### config.mk
export PLATFORM = sky130hd
export DESIGN_NAME = gray_counter
export DESIGN_NICKNAME = d
export VERILOG_FILES = /design/src/rtl/gray_pkg.sv /design/src/rtl/gray2bin_comb.sv /design/src/rtl/gray_counter.sv
export SDC_FILE = /design/constraint.sdc
export NUM_CORES = 1
export LEC_CHECK = 0
export ABC_CLOCK_PERIOD_IN_PS = 2500
export BUFFER_PORTS_ARGS = -buffer_cell sky130_fd_sc_hd__buf_2
export CORE_MARGIN = 2
export CORE_UTILIZATION = 40
export DETAILED_ROUTE_END_ITERATION = 8
export PLACE_DENSITY = 0.68
export RECOVER_POWER = 50
export SKIP_CTS_REPAIR_TIMING = 1
export SLEW_MARGIN = 20
export SYNTH_ARGS = -nofsm -noshare
export SYNTH_HDL_FRONTEND = slang
export SYNTH_HIERARCHICAL = 1
export SYNTH_SLANG_ARGS = --single-unit
### constraint.sdc
create_clock -name clk -period 2.5 [get_ports clk]
set_input_delay 0 -clock clk [delete_from_list [all_inputs] [get_ports clk]]
set_output_delay 0 -clock clk [all_outputs]
set_load 0.02 [all_outputs]
### src/rtl/gray_pkg.sv
// ============================================================================
// Module      : gray_pkg
// Description : Shared Gray-code helpers and counter defaults.
// Revision    : 1.0 - initial release
// ============================================================================
`default_nettype none

package gray_pkg;

    localparam int C_DEFAULT_WIDTH = 8;
    localparam int C_MAX_WIDTH     = 64;
    localparam int C_MODE_SATURATE = 0;
    localparam int C_MODE_WRAP     = 1;

    // Operands are zero-extended to C_MAX_WIDTH; callers cast the result back.
    function automatic logic [C_MAX_WIDTH-1:0] bin2gray(input logic [C_MAX_WIDTH-1:0] b);
        return b ^ (b >> 1);
    endfunction

    function automatic logic [C_MAX_WIDTH-1:0] gray2bin(input logic [C_MAX_WIDTH-1:0] g);
        logic [C_MAX_WIDTH-1:0] b;
        b[C_MAX_WIDTH-1] = g[C_MAX_WIDTH-1];
        for (int i = C_MAX_WIDTH - 2; i >= 0; i--) begin
            b[i] = b[i+1] ^ g[i];
        end
        return b;
    endfunction

endpackage

`default_nettype wire

### src/rtl/gray2bin_comb.sv
// ============================================================================
// Module      : gray2bin_comb
// Description : Combinational reflected-Gray to binary converter.
// Revision    : 1.0 - initial release
// ============================================================================
`default_nettype none

module gray2bin_comb
    import gray_pkg::*;
#(
    parameter int WIDTH = C_DEFAULT_WIDTH
) (
    input  logic [WIDTH-1:0] i_gray,
    output logic [WIDTH-1:0] o_binary
);

    // Each binary bit is the XOR of all Gray bits at or above it.
    for (genvar i = 0; i < WIDTH; i++) begin : g_bits
        assign o_binary[i] = ^i_gray[WIDTH-1:i];
    end

endmodule

`default_nettype wire

### src/rtl/gray_counter.sv
// ============================================================================
// Module      : gray_counter
// Description : Up/down counter with registered binary and Gray outputs.
// Revision    : 1.0 - initial release
// ============================================================================
`default_nettype none

module gray_counter
    import gray_pkg::*;
#(
    parameter int WIDTH = C_DEFAULT_WIDTH,
    parameter int INIT  = 0,
    parameter int WRAP  = C_MODE_WRAP
) (
    input  logic             clk,
    input  logic             rst,
    input  logic             en,
    input  logic             up,
    input  logic             load,
    input  logic             load_is_gray,
    input  logic [WIDTH-1:0] load_val,
    output logic [WIDTH-1:0] binary,
    output logic [WIDTH-1:0] gray,
    output logic             tc,
    output logic             wrapped
);

    localparam logic [WIDTH-1:0] c_init      = WIDTH'(INIT);
    localparam logic [WIDTH-1:0] c_init_gray = c_init ^ (c_init >> 1);
    localparam logic [WIDTH-1:0] c_max       = {WIDTH{1'b1}};
    localparam logic [WIDTH-1:0] c_zero      = {WIDTH{1'b0}};
    localparam logic [WIDTH-1:0] c_one       = {{(WIDTH-1){1'b0}}, 1'b1};

    logic [WIDTH-1:0] r_cnt;
    logic [WIDTH-1:0] r_gray;
    logic             r_wrapped;
    logic [WIDTH-1:0] w_next;
    logic [WIDTH-1:0] w_load_bin;
    logic             w_wrap;
    logic             w_at_max;
    logic             w_at_zero;

    gray2bin_comb #(
        .WIDTH    (WIDTH)
    ) u_load_g2b (
        .i_gray   (load_val),
        .o_binary (w_load_bin)
    );

    assign w_at_max  = (r_cnt == c_max);
    assign w_at_zero = (r_cnt == c_zero);

    always_comb begin
        w_next = r_cnt;
        w_wrap = 1'b0;
        if (load) begin
            w_next = load_is_gray ? w_load_bin : load_val;
        end else if (en) begin
            if (up) begin
                if (!w_at_max) begin
                    w_next = r_cnt + c_one;
                end else if (WRAP == C_MODE_WRAP) begin
                    w_next = c_zero;
                    w_wrap = 1'b1;
                end
            end else begin
                if (!w_at_zero) begin
                    w_next = r_cnt - c_one;
                end else if (WRAP == C_MODE_WRAP) begin
                    w_next = c_max;
                    w_wrap = 1'b1;
                end
            end
        end
    end

    // Gray is its own register so the synchroniser sees single-bit transitions.
    always_ff @(posedge clk or posedge rst) begin
        if (rst) begin
            r_cnt     <= c_init;
            r_gray    <= c_init_gray;
            r_wrapped <= 1'b0;
        end else begin
            r_cnt     <= w_next;
            r_gray    <= WIDTH'(bin2gray(C_MAX_WIDTH'(w_next)));
            r_wrapped <= w_wrap;
        end
    end

    assign binary  = r_cnt;
    assign gray    = r_gray;
    assign wrapped = r_wrapped;
    assign tc      = up ? w_at_max : w_at_zero;

endmodule

`default_nettype wire
Word-level counts from Yosys, hierarchy flattened
Index checks and enable logic that the tools add are counted.
Widths: inputs -> output; s select.
Storage, ports and cells
  register bits after elaboration: 17
  word-level logic and storage cells: 27
  input port bits: 14
  output and inout port bits: 18
Cells by class
  reductions and logical operators: 8
  mux-type cells: 12
  bitwise operators: 1
  equality and inequality tests: 1
  $add $sub $neg: 2
Operator list (number)
  $mux 8: 5
  $add 8x1->8 const B: 1
  $eq 8x8->1 const B: 1
  $logic_not 8->1: 1
  $reduce_xor 8->1: 1
  $sub 8x1->8 const B: 1
  $xor 8x7->8: 1
  $mux 7: 1
  $reduce_xor 7->1: 1
  $mux 1: 6
  $reduce_xor 6->1: 1
  $reduce_xor 5->1: 1
  $reduce_xor 4->1: 1
  $reduce_xor 3->1: 1
  $reduce_xor 2->1: 1

Longest topological paths before layout
  depth in word-level cells: 6
  depth in mapped cells: 8

Modules after synthesis
Netlist, hierarchy kept.
Modules (own cells, without submodules)
  gray_counter: area an instance 1260.0 sq um, seq. area each 400.4 sq um, cells an instance 138, instances 1
  gray2bin_comb: area an instance 125.1 sq um, seq. area each 0.0 sq um, cells an instance 10, instances 1

Worst setup path before layout
Ideal clock, no wire load.
  kind: register to register
  start: reg r_cnt[0] (netlist: binary[0])
  end: reg r_gray[2] (netlist: gray[2])
  path slack: 0.454 ns
  setup time: 0.120 ns
  buffers on the path: 0
  arrival time: 1.926 ns
  stages on the path, launching flop included: 8
  cells stage by stage: dfrtp_1 -> inv_1 -> ha_1 -> nor3b_2 -> a21boi_0 -> o31ai_1 -> or4_1 -> and3_1
On the way
  cells in the longest elaborated chain, start to end: 6
  elaborated cells between the ends (all ways): 10
Ends and longest elaborated chain
  from (decl): RTL line gray_counter.sv:34  | logic [WIDTH-1:0] r_cnt;
  from (signal assigned): RTL line gray_counter.sv:80  | r_cnt <= c_init;
  from (signal assigned): RTL line gray_counter.sv:84  | r_cnt <= w_next;
  $sub 8x1->8 (tied with other cells): RTL line gray_counter.sv:68  | w_next = r_cnt - c_one;
  $mux 8 (on tied branches): RTL line gray_counter.sv:67, gray_counter.sv:60
  $mux 8 (*): RTL line gray_counter.sv:59  | if (up) begin
  $mux 8 (*): RTL line gray_counter.sv:58  | end else if (en) begin
  $mux 8 (*): RTL line gray_counter.sv:56  | if (load) begin
  $xor 8x7->8 (*): RTL line gray_pkg.sv:17  | return b ^ (b >> 1);
  to (signal assigned): RTL line gray_counter.sv:81  | r_gray <= c_init_gray;
  to (signal assigned): RTL line gray_counter.sv:85  | r_gray <= WIDTH'(bin2gray(C_MAX_WIDTH'(w_next)));
  to (decl): RTL line gray_counter.sv:35  | logic [WIDTH-1:0] r_gray;
Mark *: on every way between the ends. The rest lies on a longest branch, timed or not.

Final worst setup path
Ends and elaborated chain as after synthesis.

==> qor.json <==
{
  "die_width_um": 62.8,
  "crit_path_start_kind": "flip-flop",
  "hold-path-endpoint": "binary[1]",
  "setup.reg_to_reg.worst_slack_ns": 0.43,
  "dieHeight_um": 62.8,
  "vias_per_cell": 5.46,
  "yosysWarnings": 6,
  "syn-num-nets": 165,
  "beginning_of_the_worst_register_to_register_path": "binary[0]",
  "synth-async-reset-ratio": 1.00,
  "ant_nets": 0,
  "synthCells": 148,
  "setup_ws_ns": 0.426,
  "ys_ff_latch": 16,
  "cts_buffer_depth": 2,
  "globalplace.congestion": 0.934,
  "reg2reg_depth": 7,
  "htreeDepth": 1,
  "synth_sequential_area_ratio": 0.289,
  "mappedNetlistArea_mm2": 0.00139,
  "whs_ns": 0.129,
  "unrepaired_setup_endpoints_after_global_routing": "no",
  "cts_tree": "yes",
  "post_layout_nonfiller_instances": 221,
  "num_vias": 1206,
  "total_number_of_nets_in_the_final_design": 193,
  "synth_ff_type": "sky130_fd_sc_hd__dfrtp_1",
  "crit_arrival_ns": 2.25,
  "syn_to_final_growth_pct": 13.5,
  "globalRoute.totalOverflow": 0,
  "ys_top_cells_by_area": "sky130_fd_sc_hd__dfrtp_1 29%, sky130_fd_sc_hd__xor2_1 5.7%, sky130_fd_sc_hd__mux2i_1 5.1%",
  "grtUsageTotal": 0.153,
  "timing.final.crit_period_ns": 2.07,
  "fmaxAchievable_mhz": 482,
  "cts_root_buffer": "sky130_fd_sc_hd__clkbuf_4",
  "r2r_end": "gray[2]",
  "worst_path_maximum_fanout": 9,
  "synth_top_cell_area_share": 0.289,
  "layout-drive-gt1-share": 0.240,
  "crit_start": "binary[0]",
  "synth.top_cells.by_count": "16 x sky130_fd_sc_hd__dfrtp_1, 11 x sky130_fd_sc_hd__inv_1, 10 x sky130_fd_sc_hd__nor2_1, 9 x sky130_fd_sc_hd__xor2_1",
  "tightestPinTransition_ns": 0.571,
  "numPortBuffers": 31,
  "drt_iter0_drc": 17,
  "irDropWorstVdd_mv": 0.311,
  "hp-start": "load",
  "min_delay_path_depth": 2,
  "route.final.wire_length_um": 2910,
  "design.portCount": 32,
  "post-dp-hpwl_um": 2340,
  "largest_net_degree_at_the_start_of_global_routing": 17,
  "synth_edf_count": 0,
  "cp-end-kind": "flip-flop",
  "final_hold_viol_count": 0,
  "initial_antenna_violation_count": 0,
  "ys_types": 49,
  "dp_slack_ns": 0.331,
  "worst_hold_path_type": "in -> reg",
  "maximum_capacitance_violations": 0,
  "worst_clock_skew_ns": 0.00149,
  "dp_cells": 216,
  "fp_rows": 21,
  "synthesized_area_divided_by_synthesized_cell_count_um2": 9.36,
  "core_area_mm2": 0.00334,
  "outcome": "completed",
  "final-max-slew-violation-count": 0,
  "worstSkewPairLatency_ns": 0.28,
  "p_leak_nw": 0.702,
  "start_util": 0.415,
  "powerDensity_mw_per_mm2": 691,
  "slew_headroom": 0.619,
  "clk_transition_reported_paths_ns": 0.09,
  "final-setup-viol-count": 0,
  "grt_pass1_vias": 1154,
  "drt_pre_antenna_iters": 4,
  "synth_top_cell_by_area": "sky130_fd_sc_hd__dfrtp_1",
  "cp_data_required_time_ns": 2.68,
  "fin_tns_setup_ns": 0,
  "timing.setup.critical_path_class": "reg -> reg",
  "grt_first_pass_wirelength_um": 4920,
  "drcViolationCount": 0,
  "layout_worst_path_cycle_share": 0.830,
  "cts_buffers": 3,
  "floorplan.die_area_mm2": 0.00395,
  "yosys.cell_count.top_type": "sky130_fd_sc_hd__dfrtp_1",
  "route.detailed.wl_per_inst_um": 13.2,
  "n_antenna_cell": 0,
  "cts.sink_count": 16
}
through the flow:
| stage | cell area, um2 | util | power, W |
|---|---|---|---|
| after floorplan | 1390 | - | 0.000808 |
| after CTS | 1570 | 0.471 | 0.00111 |
| after global routing | 1570 | 0.471 | 0.00117 |
| after detailed placement | 1540 | 0.460 | 0.000937 |
| final | 1570 | 0.471 | 0.00109 |
| after global placement | 1540 | 0.460 | 0.000929 |
layer usage:
metal / vias to the layer above / track usage / share of wire
met2: 34 / 0.257 / 0.49
met4: 0 / 0.0389 / 0.018
met3: 4 / 0.0505 / 0.054
met1: 576 / 0.189 / 0.44
li1: 592 / - / -
met5: - / 0 / 0
worst max-delay path by stage:
| stage | to | slack [ns] | depth (start not counted) |
|---|---|---|---|
| after floorplan | gray[2] | 0.45 | 7 |
| after CTS | gray[2] | 0.42 | 7 |
| after detailed placement | gray[2] | 0.33 | 7 |
| final | gray[2] | 0.43 | 7 |
| after global placement | gray[2] | 0.39 | 7 |
| after global routing | gray[2] | 0.32 | 7 |
cell type report:
| cell class | count | area (um2) |
|---|---|---|
| Sequential cell | 16 | 400 |
| Multi-Input combinational cell | 111 | 875 |
| Fill cell | 315 | 1770 |
| Clock buffer | 4 | 36.3 |
| Inverter | 11 | 41.3 |
| Timing Repair Buffer | 33 | 161 |
| Tap cell | 46 | 57.6 |
worst max-delay path, stage by stage (launching register included):
cell,delay (ns)
sky130_fd_sc_hd__dfrtp_1,0.48
sky130_fd_sc_hd__inv_1,0.10
sky130_fd_sc_hd__ha_1,0.24
sky130_fd_sc_hd__nor3b_2,0.19
sky130_fd_sc_hd__a21boi_0,0.20
sky130_fd_sc_hd__o31ai_1,0.11
sky130_fd_sc_hd__or4_1,0.47
sky130_fd_sc_hd__and3_1,0.18
cell usage in the layout, fill, tap and decap left out, drive strengths merged, types with 2 or more instances in the layout:
| master | instances |
|---|---|
| inv | 11 |
| xor2 | 9 |
| or4 | 3 |
| nand2 | 5 |
| clkbuf | 13 |
| o31ai | 2 |
| a211oi | 2 |
| dfrtp | 16 |
| a22oi | 2 |
| nor2b | 2 |
| nor3b | 2 |
| o21ai | 7 |
| nand3 | 5 |
| buf | 23 |
| and3 | 3 |
| a21o | 3 |
| nand4 | 2 |
| mux2i | 7 |
| a21oi | 7 |
| o211ai | 2 |
| xnor2 | 8 |
| o2bb2ai | 2 |
| ha | 3 |
| nor2 | 10 |
| or3 | 3 |
| nor3 | 3 |
| a221oi | 2 |
kinds of logic after synthesis:
| logic type | share of synthesized area |
|---|---|
| simple gates | 0.177 |
| fa+ha+maj | 0.0271 |
| flops | 0.289 |
| compound gates | 0.220 |
| mux | 0.0587 |
| buf+inv | 0.0795 |
| xor+xnor | 0.148 |
state kept, by name, indices dropped and copies added (netlist names):
name,flops
binary,8
gray,7
wrapped,1
power breakdown:
| part | internal [W] | switching (W) |
|---|---|---|
| combinational | 0.000206 | 0.000312 |
| clock | 0.0000886 | 0.0000755 |
| sequential | 0.000324 | 0.0000799 |
| total | 0.000618 | 0.000467 |
Note: power is estimated with default switching activity, not from simulation.
